===== src/rtl/da2_dual_serializer_pkg.sv =====
// Shared constants for the PmodDA2 audio path: sample/frame widths, serializer
// state encoding and DAC121S101 power-down mode codes.
package da2_dual_serializer_pkg;

    localparam int unsigned DAC_WIDTH  = 12;
    localparam int unsigned FRAME_BITS = 16;

    localparam logic [1:0] ST_IDLE  = 2'd0;
    localparam logic [1:0] ST_SHIFT = 2'd1;
    localparam logic [1:0] ST_QUIET = 2'd2;

    typedef enum logic [1:0] {
        IDLE  = ST_IDLE,
        SHIFT = ST_SHIFT,
        QUIET = ST_QUIET
    } state_e;

    localparam logic [1:0] PD_NORMAL = 2'b00;
    localparam logic [1:0] PD_1K     = 2'b01;
    localparam logic [1:0] PD_100K   = 2'b10;
    localparam logic [1:0] PD_HIZ    = 2'b11;

endpackage


===== src/rtl/da2_dual_serializer_sync_edge_detect.sv =====
// Two-flop synchronizer followed by an edge-detect flop; pulse_o is high for
// one clock once a rising edge of async_i has crossed into the clk_i domain.
module sync_edge_detect (
    input  logic clk_i,
    input  logic rst_i,
    input  logic async_i,
    output logic pulse_o
);

    logic [2:0] sync_q, sync_d;

    always_comb begin
        sync_d  = {sync_q[1:0], async_i};
        pulse_o = sync_q[1] & ~sync_q[2];
    end

    always_ff @(posedge clk_i or posedge rst_i) begin
        if (rst_i) begin
            sync_q <= 3'b000;
        end else begin
            sync_q <= sync_d;
        end
    end

endmodule


===== src/rtl/da2_dual_serializer.sv =====
// Dual-channel PmodDA2 serializer: each START rising edge sends one 16-bit frame
// per DAC (control bits + 12-bit sample, MSB first) on a shared SCLK/nSYNC.
module da2_dual_serializer
    import da2_dual_serializer_pkg::*;
#(
    parameter int unsigned CLK_DIV   = 2,
    parameter logic [3:0]  CTRL_BITS = {2'b00, PD_NORMAL}
) (
    input  logic                 CLK,
    input  logic                 RST,
    input  logic                 START,
    input  logic [DAC_WIDTH-1:0] DATA1,
    input  logic [DAC_WIDTH-1:0] DATA2,
    output logic                 D1,
    output logic                 D2,
    output logic                 CLK_OUT,
    output logic                 nSYNC,
    output logic                 BUSY,
    output logic                 DONE,
    output logic                 OVERRUN
);

    localparam logic [7:0] DIV_LAST = 8'(CLK_DIV - 1);
    localparam logic [3:0] BIT_LAST = 4'(FRAME_BITS - 1);

    state_e                  state_q, state_d;
    logic [FRAME_BITS-1:0]   sr1_q, sr1_d, sr2_q, sr2_d;
    logic [3:0]              bitcnt_q, bitcnt_d;
    logic [7:0]              divcnt_q, divcnt_d;
    logic                    clk_out_q, clk_out_d;
    logic                    nsync_q, nsync_d;
    logic                    d1_q, d1_d, d2_q, d2_d;
    logic                    busy_q, busy_d;
    logic                    done_q, done_d;
    logic                    overrun_q, overrun_d;
    logic                    start_pulse;
    logic                    div_wrap;

    sync_edge_detect u_start_sync (
        .clk_i   (CLK),
        .rst_i   (RST),
        .async_i (START),
        .pulse_o (start_pulse)
    );

    assign div_wrap = (divcnt_q == DIV_LAST);

    always_comb begin
        state_d   = state_q;
        sr1_d     = sr1_q;
        sr2_d     = sr2_q;
        bitcnt_d  = bitcnt_q;
        divcnt_d  = divcnt_q;
        clk_out_d = clk_out_q;
        nsync_d   = nsync_q;
        d1_d      = d1_q;
        d2_d      = d2_q;
        busy_d    = busy_q;
        done_d    = 1'b0;
        overrun_d = 1'b0;

        unique case (state_q)
            IDLE: begin
                if (start_pulse) begin
                    sr1_d     = {CTRL_BITS, DATA1};
                    sr2_d     = {CTRL_BITS, DATA2};
                    d1_d      = CTRL_BITS[3];
                    d2_d      = CTRL_BITS[3];
                    nsync_d   = 1'b0;
                    busy_d    = 1'b1;
                    bitcnt_d  = BIT_LAST;
                    divcnt_d  = 8'd0;
                    clk_out_d = 1'b1;
                    state_d   = SHIFT;
                end
            end
            SHIFT: begin
                overrun_d = start_pulse;
                if (div_wrap) begin
                    divcnt_d  = 8'd0;
                    clk_out_d = ~clk_out_q;
                    // Data only moves on SCLK rising edges; falling edges are the DAC sample points.
                    if (!clk_out_q) begin
                        if (bitcnt_q != 4'd0) begin
                            sr1_d    = {sr1_q[FRAME_BITS-2:0], sr1_q[FRAME_BITS-1]};
                            sr2_d    = {sr2_q[FRAME_BITS-2:0], sr2_q[FRAME_BITS-1]};
                            d1_d     = sr1_q[FRAME_BITS-2];
                            d2_d     = sr2_q[FRAME_BITS-2];
                            bitcnt_d = bitcnt_q - 4'd1;
                        end else begin
                            nsync_d  = 1'b1;
                            d1_d     = 1'b0;
                            d2_d     = 1'b0;
                            done_d   = 1'b1;
                            bitcnt_d = 4'd1;
                            state_d  = QUIET;
                        end
                    end
                end else begin
                    divcnt_d = divcnt_q + 8'd1;
                end
            end
            QUIET: begin
                overrun_d = start_pulse;
                // bitcnt reused to count two divider periods of nSYNC-high time.
                if (div_wrap) begin
                    divcnt_d = 8'd0;
                    if (bitcnt_q == 4'd0) begin
                        busy_d  = 1'b0;
                        state_d = IDLE;
                    end else begin
                        bitcnt_d = bitcnt_q - 4'd1;
                    end
                end else begin
                    divcnt_d = divcnt_q + 8'd1;
                end
            end
            default: state_d = IDLE;
        endcase
    end

    always_ff @(posedge CLK or posedge RST) begin
        if (RST) begin
            state_q   <= IDLE;
            sr1_q     <= '0;
            sr2_q     <= '0;
            bitcnt_q  <= 4'd0;
            divcnt_q  <= 8'd0;
            clk_out_q <= 1'b1;
            nsync_q   <= 1'b1;
            d1_q      <= 1'b0;
            d2_q      <= 1'b0;
            busy_q    <= 1'b0;
            done_q    <= 1'b0;
            overrun_q <= 1'b0;
        end else begin
            state_q   <= state_d;
            sr1_q     <= sr1_d;
            sr2_q     <= sr2_d;
            bitcnt_q  <= bitcnt_d;
            divcnt_q  <= divcnt_d;
            clk_out_q <= clk_out_d;
            nsync_q   <= nsync_d;
            d1_q      <= d1_d;
            d2_q      <= d2_d;
            busy_q    <= busy_d;
            done_q    <= done_d;
            overrun_q <= overrun_d;
        end
    end

    assign D1      = d1_q;
    assign D2      = d2_q;
    assign CLK_OUT = clk_out_q;
    assign nSYNC   = nsync_q;
    assign BUSY    = busy_q;
    assign DONE    = done_q;
    assign OVERRUN = overrun_q;

endmodule


===== config.mk =====
export PLATFORM = sky130hd
export DESIGN_NAME = da2_dual_serializer
export DESIGN_NICKNAME = d
export VERILOG_FILES = /design/src/rtl/da2_dual_serializer_pkg.sv /design/src/rtl/da2_dual_serializer_sync_edge_detect.sv /design/src/rtl/da2_dual_serializer.sv
export SDC_FILE = /design/constraint.sdc
export NUM_CORES = 1
export LEC_CHECK = 0
export ABC_AREA = 1
export BUFFER_PORTS_ARGS = -buffer_cell sky130_fd_sc_hd__buf_2
export CAP_MARGIN = 20
export CORE_MARGIN = 8
export CORE_UTILIZATION = 50
export DETAILED_ROUTE_END_ITERATION = 12
export PLACE_DENSITY = 0.7
export SETUP_SLACK_MARGIN = 0.15
export SLEW_MARGIN = 20
export SYNTH_ARGS = -nofsm -noshare
export SYNTH_HDL_FRONTEND = slang
export SYNTH_SLANG_ARGS = --single-unit

===== constraint.sdc =====
create_clock -name CLK -period 4.5 [get_ports CLK]
set_input_delay 0.9 -clock CLK [delete_from_list [all_inputs] [get_ports CLK]]
set_output_delay 0.9 -clock CLK [all_outputs]
set_load 0.1 [all_outputs]

==> results of run 1 <==
==> worst register-to-register path, cell delays in order (launching register included) <==
cell and delay, ns:
dfrtp_1 0.41, inv_1 0.09, ha_1 0.39, buf_4 0.36, inv_4 0.19, nand2_2 0.15, nand2_2 0.11, nor2_8 0.40
nand2_1 0.16, nand2_1 0.09, nand2_1 0.05
==> cell usage in the layout, fill, tap and decap left out, types with 3 or more instances in the layout <==
| master | n |
|---|---|
| ha_1 | 8 |
| nand4_1 | 37 |
| nor3_1 | 3 |
| buf_2 | 33 |
| nand3_1 | 7 |
| nor2_4 | 4 |
| inv_2 | 5 |
| o21ai_0 | 11 |
| nand2_1 | 183 |
| dfrtp_1 | 54 |
| nor2_1 | 14 |
| inv_1 | 20 |
| clkbuf_8 | 7 |
| nand2_2 | 4 |
==> worst paths after layout <==
kind | startpoint | end | depth (start not counted)
worst max-delay path | state_q[1]$_DFFE_PP0P_ | D1$_DFFE_PP0P_ | 10
worst min-delay path | u_start_sync.sync_q[0]$_DFF_PP0_ | u_start_sync.sync_q[1]$_DFF_PP0_ | 0
worst max register to register | state_q[1]$_DFFE_PP0P_ | D1$_DFFE_PP0P_ | 10
worst min register to register | u_start_sync.sync_q[0]$_DFF_PP0_ | u_start_sync.sync_q[1]$_DFF_PP0_ | 0
max in group asynchronous | RST | nSYNC$_DFFE_PP1P_ | 3
min in group asynchronous | RST | divcnt_q[5]$_DFFE_PP0P_ | 2
==> power groups by stage <==
stage	registers (mW)	clock network, mW	logic, mW
final	0.787	0.297	1.19
after global routing	0.809	0.326	1.36
after CTS	0.786	0.305	1.20
after detailed placement	0.794	0	1.20
after global placement	0.793	0	1.17
after floorplan	0.857	0	1.02
==> flip-flops by register name (all words and copies together) (netlist names), 2 cells and up <==
register and count:
sr1_q 16, sr2_q 16, u_start_sync.sync_q 3, bitcnt_q 4
divcnt_q 8, state_q 2
==> logic make-up after synthesis <==
logic type / Yosys count / synth area share, %
and+or+nand+nor: 260 / 38.7
AOI/OAI and AO/OA: 17 / 3.10
DFF: 56 / 45.8
adders and majority gates: 8 / 3.27
buffers and inverters: 44 / 8.25
xor gates and xnor gates: 3 / 0.858
==> synthesized netlist by cell type <==
| library cell | instances |
|---|---|
| xnor2_1 | 2 |
| nand2_1 | 183 |
| nor3_1 | 3 |
| and3_1 | 1 |
| nand4_4 | 1 |
| nand2_2 | 4 |
| buf_4 | 1 |
| nand3_1 | 7 |
| nand4_2 | 1 |
| inv_4 | 1 |
| dfstp_2 | 2 |
| buf_2 | 8 |
| a21oi_1 | 2 |
| inv_1 | 21 |
| buf_6 | 5 |
| a22o_1 | 1 |
| nand4_1 | 37 |
| inv_2 | 4 |
| xor2_1 | 1 |
| o211ai_1 | 1 |
| o21ai_0 | 11 |
| o22ai_1 | 1 |
| dfrtp_1 | 54 |
| nor2_4 | 4 |
| clkbuf_1 | 1 |
| nor2_1 | 14 |
| buf_8 | 3 |
| nand2_4 | 2 |
| nor2_2 | 2 |
| o21bai_1 | 1 |
| ha_1 | 8 |
| nor2_8 | 1 |
==> metal layers <==
layer	track usage, %	routed length [microns]	up-vias
li1	-	-	1296
met1	21.1	3150	1222
met2	21.5	2820	53
met3	3.44	285	4
met4	5.28	55	0
met5	0	0	-
==> area by class of cell <==
type                            count  area, sq um
Clock buffer                        8          100
Fill cell                         567         2640
Multi-Input combinational cell    288         1410
Tap cell                           75         93.8
Timing Repair Buffer               35          180
Sequential cell                    56         1400
Inverter                           26          100
==> run_results.csv, run 1 <==
group,metric,value,unit
cells_and_area,stdcell_count,488,
die,row_count,28,
timing,finalMaxSlewViolations,0,
logic_synthesis,yosys.area.top_type,"dfrtp_1",
logic_synthesis,ys_warn_count,0,
global_route,grt_usage,14.9,%
power_and_ir_drop,p_sw,1.11,mW
die,die-area,0.00889,sq mm
die,die_w,94.3,microns
routing,wl_per_cell,12.9,microns
die,die_h,94.3,microns
cts,clock_sinks,56,
cts,post-cts-setup-buffers,0,
cells_and_area,drive_above_1_share,15.7,%
die,core_area,0.00592,sq mm
critical_path,crit_arrival,2.68,ns
logic_synthesis,synthCells,388,
power_and_ir_drop,power.share.sequential,34.6,%
cts,clockRootBuffer,"clkbuf_8",
routing,drt_iter0_drc,155,
power_and_ir_drop,pwr-share-clk,13.0,%
timing,fin_ws,2.02,ns
critical_path,crit_fanout,34,
timing,clock_skew,0.0100,ns
global_route,grt_pass1_wl,10.7,mm
critical_path,critPathKind,"flip-flop to flip-flop",
cells_and_area,antennaDiodeCount,0,
job,drv_cap,0,
timing,finalCriticalPeriod,2.48,ns
timing,hold_viol_final,0,
routing,wl,6.31,mm
placement,dp_cells,480,
timing,fmax,0.403,GHz
power_and_ir_drop,swShare,48.6,%
global_route,grt_pass1_vias,2344,
placement,dpl.hpwl,4.26,mm
timing,holdWs,0.360,ns
global_route,grt_max_degree,36,
critical_path,regToRegSetupSlack,2.02,ns
cts,cts_htree_levels,2,
routing,vias,2575,
timing,fin_crit_sh,55.1,%
critical_path,crit_required,4.70,ns
cts,hold_buffers,0,
timing,grt_setup_unrepaired,"false",
power_and_ir_drop,leakage,1.82,nW
cts,cts_buffers,5,
power_and_ir_drop,pwr-share-comb,52.4,%
cts,insertion_delay,0.31,ns
die,io_pins,34,
critical_path,crit_chain,"inv_1 -> ha_1 -> buf_4 -> inv_4 -> nand2_2 -> nand2_2 -> nor2_8 -> nand2_1 -> nand2_1 -> nand2_1",
run_status,run_status,"finished, final reports clean",
routing,first_pass_iters,4,
logic_synthesis,synth-seq-area-share,45.8,%
global_route,grt_overflow_total,0,
cts,clk_pin_slew_worst_paths,0.09,ns
hold_path,hp-class,"flip-flop to flip-flop",
global_route,antenna_found_initial,0,
cells_and_area,final_nets,447,
cts,cts_tree,"done",
timing,worst_pin_slew,0.636,ns
placement,place_ws,2.02,ns
cells_and_area,syn2layout_area_growth,7.23,%
power_and_ir_drop,powerDensity,692,mW/mm^2
timing,finalSetupViolations,0,
critical_path,crit_family,"simple AND/OR/NAND/NOR gates",
critical_path,cp_num_buf_inv,3,
timing,slew_headroom,57.6,%
placement,placed_cell_area,0.00319,sq mm
critical_path,crit_path_max_incr_delay,0.41,ns
cts,cts_buffer_depth,2,
cells_and_area,final_area,0.00329,sq mm
routing,vias_per_cell,5.28,
logic_synthesis,synthDominantCellAreaShare,44.1,%
cells_and_area,final_core_util,55.5,%
placement,place_congestion,0.793,
routing,ant_nets,0,
power_and_ir_drop,ir_drop,0.446,mV
logic_synthesis,synth_nets,423,
logic_synthesis,ys_ff_latch,56,
logic_synthesis,avgSynthCellArea,7.90,sq um
placement,numPortBuffers,33,
critical_path,cpMostUsedCell,"nand2_1",
cts,post_cts_resized,0,
logic_synthesis,yosysUniqueCellTypes,32,
power_and_ir_drop,internal_power,1.17,mW
routing,drc,0,
power_and_ir_drop,power,2.27,mW
critical_path,cp-start-kind,"flip-flop",
critical_path,crit_path_end_kind,"flip-flop",
logic_synthesis,ys_top_cells_by_area,"dfrtp_1 (44%), nand2_1 (22%), nand4_1 (7.6%)",
logic_synthesis,syn-cell-area,0.00306,sq mm
die,initial_core_util,51.8,%
critical_path,critPathSlowestCell,"dfrtp_1",
timing,tns,0,ns
(Power assumes the default switching activity.)
==> run 2: changes to the inputs <==
PLACE_DENSITY = 0.72   (was 0.7)
clock period = 2.1 ns   (was 4.5 ns; I/O delays follow)
==> run_results.csv, run 2 (synthesized netlist as in run 1, its figures left out) <==
group,metric,value,unit
run_status,run_status,"finished, final reports clean",
global_route,grt_usage,15.6,%
die,row_count,28,
critical_path,crit_path_end_kind,"flip-flop",
timing,fmax,0.547,GHz
routing,ant_nets,0,
routing,first_pass_iters,4,
timing,hold_viol_final,0,
routing,vias_per_cell,5.20,
global_route,grt_max_degree,57,
routing,wl_per_cell,13.2,microns
cts,clock_sinks,56,
routing,drc,0,
global_route,antenna_found_initial,0,
cells_and_area,syn2layout_area_growth,10.0,%
power_and_ir_drop,leakage,1.86,nW
die,io_pins,34,
cells_and_area,final_nets,454,
cts,clockRootBuffer,"clkbuf_8",
cells_and_area,final_core_util,56.9,%
cts,post-cts-setup-buffers,0,
cts,hold_buffers,0,
cells_and_area,antennaDiodeCount,0,
power_and_ir_drop,ir_drop,0.892,mV
routing,vias,2574,
placement,numPortBuffers,33,
timing,tns,0,ns
cells_and_area,final_common_cell,"nand2_1",
critical_path,crit_fanout,32,
cells_and_area,largest_registers,"sr1_q: 16 flops, sr2_q: 16 flops, divcnt_q: 8 flops",
critical_path,cp-start-kind,"flip-flop",
critical_path,critPathKind,"flip-flop to flip-flop",
die,initial_core_util,51.8,%
cts,cts_buffers,5,
power_and_ir_drop,powerDensity,1520,mW/mm^2
routing,wl,6.55,mm
job,drv_cap,0,
die,die_w,94.3,microns
cells_and_area,drive_above_1_share,17.1,%
critical_path,crit_arrival,2.08,ns
placement,dpl.hpwl,4.46,mm
cts,clk_pin_slew_worst_paths,0.10,ns
timing,finalSetupViolations,0,
die,die_h,94.3,microns
cells_and_area,final_cell_mix,"nand2_1 (183), dfrtp_1 (54), nand4_1 (37)",
critical_path,crit_required,2.35,ns
timing,worst_pin_slew,0.499,ns
cts,cts_buffer_depth,2,
timing,slew_headroom,67.0,%
cts,post_cts_resized,0,
cts,cts_tree,"done",
global_route,grt_pass1_vias,2428,
cts,insertion_delay,0.31,ns
timing,finalCriticalPeriod,1.83,ns
global_route,grt_overflow_total,0,
hold_path,hp-class,"input pin to async pin",
placement,place_congestion,0.856,
timing,fin_crit_sh,87.1,%
timing,grt_setup_unrepaired,"false",
die,core_area,0.00592,sq mm
timing,finalMaxSlewViolations,0,
die,die-area,0.00889,sq mm
timing,clock_skew,0.0104,ns
routing,drt_iter0_drc,245,
global_route,grt_pass1_wl,11.2,mm
cts,cts_htree_levels,2,
==> run 2: path summary, 6_finish.rpt <==
kind,start,to,slack [ns],cells after the start
min in group CLK,START,u_start_sync.sync_q[0]$_DFF_PP0_,0.21,1
max,state_q[0]$_DFFE_PP0P_,sr1_q[11]$_DFFE_PP0P_,0.27,9
max in group asynchronous,RST,CLK_OUT$_DFFE_PP1P_,1.68,3
min,RST,sr1_q[0]$_DFFE_PP0P_,0.15,3
max reg2reg,state_q[0]$_DFFE_PP0P_,sr1_q[11]$_DFFE_PP0P_,0.27,9
min reg2reg,u_start_sync.sync_q[0]$_DFF_PP0_,u_start_sync.sync_q[1]$_DFF_PP0_,0.36,0
==> run 2: stage by stage <==
stage	cells	setup WS [ns]	area [sq um]	hold WS, ns	power (mW)
6_report	495	0.272	3370	0.146	5.13
4_1_cts	495	0.288	3370	0.153	5.18
3_5_place_dp	487	0.313	3260	0.336	4.47
2_1_floorplan	388	0.312	3060	0.331	4.01
5_1_grt	495	0.150	3370	0.167	5.61
3_3_place_gp	487	0.385	3260	0.336	4.39
==> run 2: final cells by class <==
type                            count  area (sq um)
Fill cell                         554          2550
Multi-Input combinational cell    288          1410
Sequential cell                    56          1400
Timing Repair Buffer               42           258
Inverter                           26           100
Tap cell                           75          93.8
Clock buffer                        6          72.6
Clock inverter                      2          35.0
==> run 2: critical path, stage by stage (launching register included) <==
cell and delay [ns]:
dfrtp_1 0.42, inv_1 0.10, ha_1 0.18, inv_1 0.10
a21oi_1 0.29, nor2_4 0.08, nand4_4 0.09, buf_4 0.32
nand2_1 0.09, nand2_1 0.08
==> run 2: power breakdown <==
| group | total (mW) | leakage (nW) | internal [mW] | switching (mW) |
|---|---|---|---|---|
| registers | 1.69 | 0.715 | 1.47 | 0.228 |
| logic | 2.74 | 1.09 | 0.868 | 1.87 |
| clock network | 0.697 | 0.0552 | 0.354 | 0.343 |
| total | 5.13 | 1.86 | 2.69 | 2.44 |
==> run 2: routing by layer <==
layer,global-route usage (%),part of all wire (%),vias up,wire (microns)
met3,3.28,6.6,6,430
met4,4.76,1.2,0,80
met1,21.7,46,1182,3050
met2,23.6,46,83,2990
li1,-,-,1303,-
met5,0,0,-,0
==> run 3: changes to the inputs <==
CORE_UTILIZATION = 63   (was 50)
PLACE_DENSITY = 0.85   (was 0.72)
SYNTH_HIERARCHICAL = 1   (was default)
clock period = 2.36 ns   (was 2.1 ns; I/O delays follow)
==> run_results.csv, run 3 <==
group,metric,value,unit
run_status,run_status,"finished, final reports clean",
routing,first_pass_iters,4,
logic_synthesis,synth_ff_type,"dfrtp_1",
cts,cts_buffer_depth,2,
cts,hold_buffers,0,
placement,numPortBuffers,33,
power_and_ir_drop,powerDensity,1380,mW/mm^2
global_route,grt_pass1_wl,11.6,mm
cts,post-cts-setup-buffers,0,
logic_synthesis,ys_top_cells_by_area,"dfrtp_1 (44%), nand2_1 (21%), nand4_1 (6.9%)",
cells_and_area,final_cell_mix,"nand2_1 (170), dfrtp_1 (54), nand4_1 (34)",
cts,cts_tree,"done",
hold_path,hp-class,"input pin to async pin",
timing,fmax,0.502,GHz
critical_path,cp-start-kind,"flip-flop",
timing,clock_skew,0.00885,ns
logic_synthesis,yosys.area.top_type,"dfrtp_1",
cells_and_area,syn2layout_area_growth,8.86,%
cells_and_area,n_fill_cell,384,
timing,slew_headroom,53.8,%
die,io_pins,34,
die,die_h,85.9,microns
global_route,grt_usage,19.2,%
critical_path,crit_required,2.56,ns
critical_path,crit_fanout,34,
routing,wl,6.58,mm
timing,finalSetupViolations,0,
placement,dpl.hpwl,4.43,mm
timing,finalMaxSlewViolations,0,
timing,tns,0,ns
routing,wl_per_cell,13.6,microns
global_route,antenna_found_initial,0,
cts,clockRootBuffer,"clkbuf_8",
critical_path,crit_path_max_incr_delay,0.43,ns
routing,vias_per_cell,5.41,
cells_and_area,largest_registers,"sr1_q: 16 flops, sr2_q: 16 flops, divcnt_q: 8 flops",
routing,drc,0,
global_route,grt_overflow_total,0,
global_route,grt_max_degree,54,
die,row_count,25,
cells_and_area,stdcell_count,482,
logic_synthesis,synth_common_cells,"nand2_1 (170), dfrtp_1 (54), nand4_1 (34)",
logic_synthesis,synthCells,387,
logic_synthesis,synthArstFlopShare,100,%
logic_synthesis,syn-cell-area,0.00308,sq mm
cells_and_area,final_area,0.00335,sq mm
critical_path,crit_path_end_kind,"flip-flop",
die,initial_core_util,65.2,%
die,die_w,85.9,microns
cts,clock_sinks,56,
cts,insertion_delay,0.31,ns
critical_path,crit_chain,"inv_1 -> ha_1 -> inv_2 -> nand2_2 -> nand2_2 -> nor2_8 -> nand2_1 -> nand2_1 -> nand2_1",
routing,drt_iter0_drc,200,
cts,cts_htree_levels,2,
cells_and_area,final_common_cell,"nand2_1",
cells_and_area,drive_above_1_share,19.3,%
timing,worst_pin_slew,0.693,ns
timing,fin_crit_sh,84.3,%
global_route,grt_pass1_vias,2581,
placement,place_congestion,0.830,
placement,placed_cell_area,0.00323,sq mm
logic_synthesis,avgSynthCellArea,7.96,sq um
power_and_ir_drop,leakage,1.82,nW
power_and_ir_drop,power,4.63,mW
logic_synthesis,synth_nets,422,
critical_path,crit_arrival,2.20,ns
timing,hold_viol_final,0,
cts,cts_buffers,5,
logic_synthesis,ys_ff_latch,56,
placement,dp_cells,474,
critical_path,cpMostUsedCell,"nand2_1",
routing,vias,2606,
cells_and_area,final_core_util,71.0,%
job,drv_cap,0,
timing,finalCriticalPeriod,1.99,ns
critical_path,critPathKind,"flip-flop to flip-flop",
logic_synthesis,synthDominantCellAreaShare,43.9,%
cts,post_cts_resized,0,
power_and_ir_drop,ir_drop,0.953,mV
routing,ant_nets,0,
die,core_area,0.00472,sq mm
critical_path,regToRegSetupSlack,0.37,ns
cells_and_area,antennaDiodeCount,0,
logic_synthesis,synth-seq-area-share,45.6,%
timing,grt_setup_unrepaired,"false",
logic_synthesis,yosysUniqueCellTypes,33,
logic_synthesis,ys_warn_count,6,
logic_synthesis,yosysMostFrequentCell,"nand2_1",
die,die-area,0.00738,sq mm
critical_path,critPathSlowestCell,"dfrtp_1",
cts,clk_pin_slew_worst_paths,0.10,ns
logic_synthesis,synth_edf_count,0,
cells_and_area,final_nets,449,
==> run 3: through the flow <==
step           hold slack [ns]  setup WS [ns]
6_report                0.0236          0.369
5_1_grt                 0.0347          0.210
4_1_cts                 0.0209          0.378
3_5_place_dp             0.347          0.386
3_3_place_gp             0.333          0.466
2_1_floorplan            0.226          0.605
==> run 3: report_power, final <==
| part | total (mW) | switching [mW] | leakage (nW) | internal, mW |
|---|---|---|---|---|
| Clock | 0.670 | 0.322 | 0.0614 | 0.348 |
| Sequential | 1.52 | 0.217 | 0.715 | 1.31 |
| Combinational | 2.43 | 1.70 | 1.05 | 0.730 |
==> run 3: layout make-up <==
cell class / count / area [sq um] / area share (%)
clock buffer: 6 / 82.6 / 2.46
inverter: 25 / 93.8 / 2.80
sequential: 56 / 1400 / 41.9
timing repair buffer: 39 / 210 / 6.27
clock inverter: 2 / 38.8 / 1.16
tap: 67 / 83.8 / 2.50
multi-input combinational: 287 / 1440 / 42.9
==> run 3: routing by layer <==
metal	up-vias	wire length [microns]	track usage [%]	share of wire, %
met4	0	80	6.37	1.2
met3	6	376	4.97	5.7
met1	1247	2960	24.6	45
li1	1293	-	-	-
met5	-	0	0	0
met2	60	3170	30.8	48
==> run 3: worst paths after layout <==
check | startpoint | end | cells past startpoint
max | state_q[1]$_DFFE_PP0P_ | D1$_DFFE_PP0P_ | 9
min | RST | u_start_sync/sync_q[1]$_DFF_PP0_ | 2
max reg2reg | state_q[1]$_DFFE_PP0P_ | D1$_DFFE_PP0P_ | 9
min reg2reg | u_start_sync/sync_q[0]$_DFF_PP0_ | u_start_sync/sync_q[1]$_DFF_PP0_ | 0
max in group asynchronous | RST | sr2_q[5]$_DFFE_PP0P_ | 3
min in group CLK | START | u_start_sync/sync_q[0]$_DFF_PP0_ | 1
==> run 3: cell families after synthesis <==
group / after synthesis / synth area share, %
xor gates and xnor gates: 3 / 0.853
DFF: 56 / 45.6
buffers and inverters: 44 / 7.68
and+or+nand+nor: 258 / 39.0
AOI/OAI and AO/OA: 18 / 3.66
adders and majority gates: 8 / 3.25
==> run 3: worst max-delay path, delay by kind of cell, from the launching register on <==
kind	cells	cell delay, ns
buffers and inverters	2	0.18
and+or+nand+nor	6	1.00
adders and majority gates	1	0.27
DFF	1	0.43
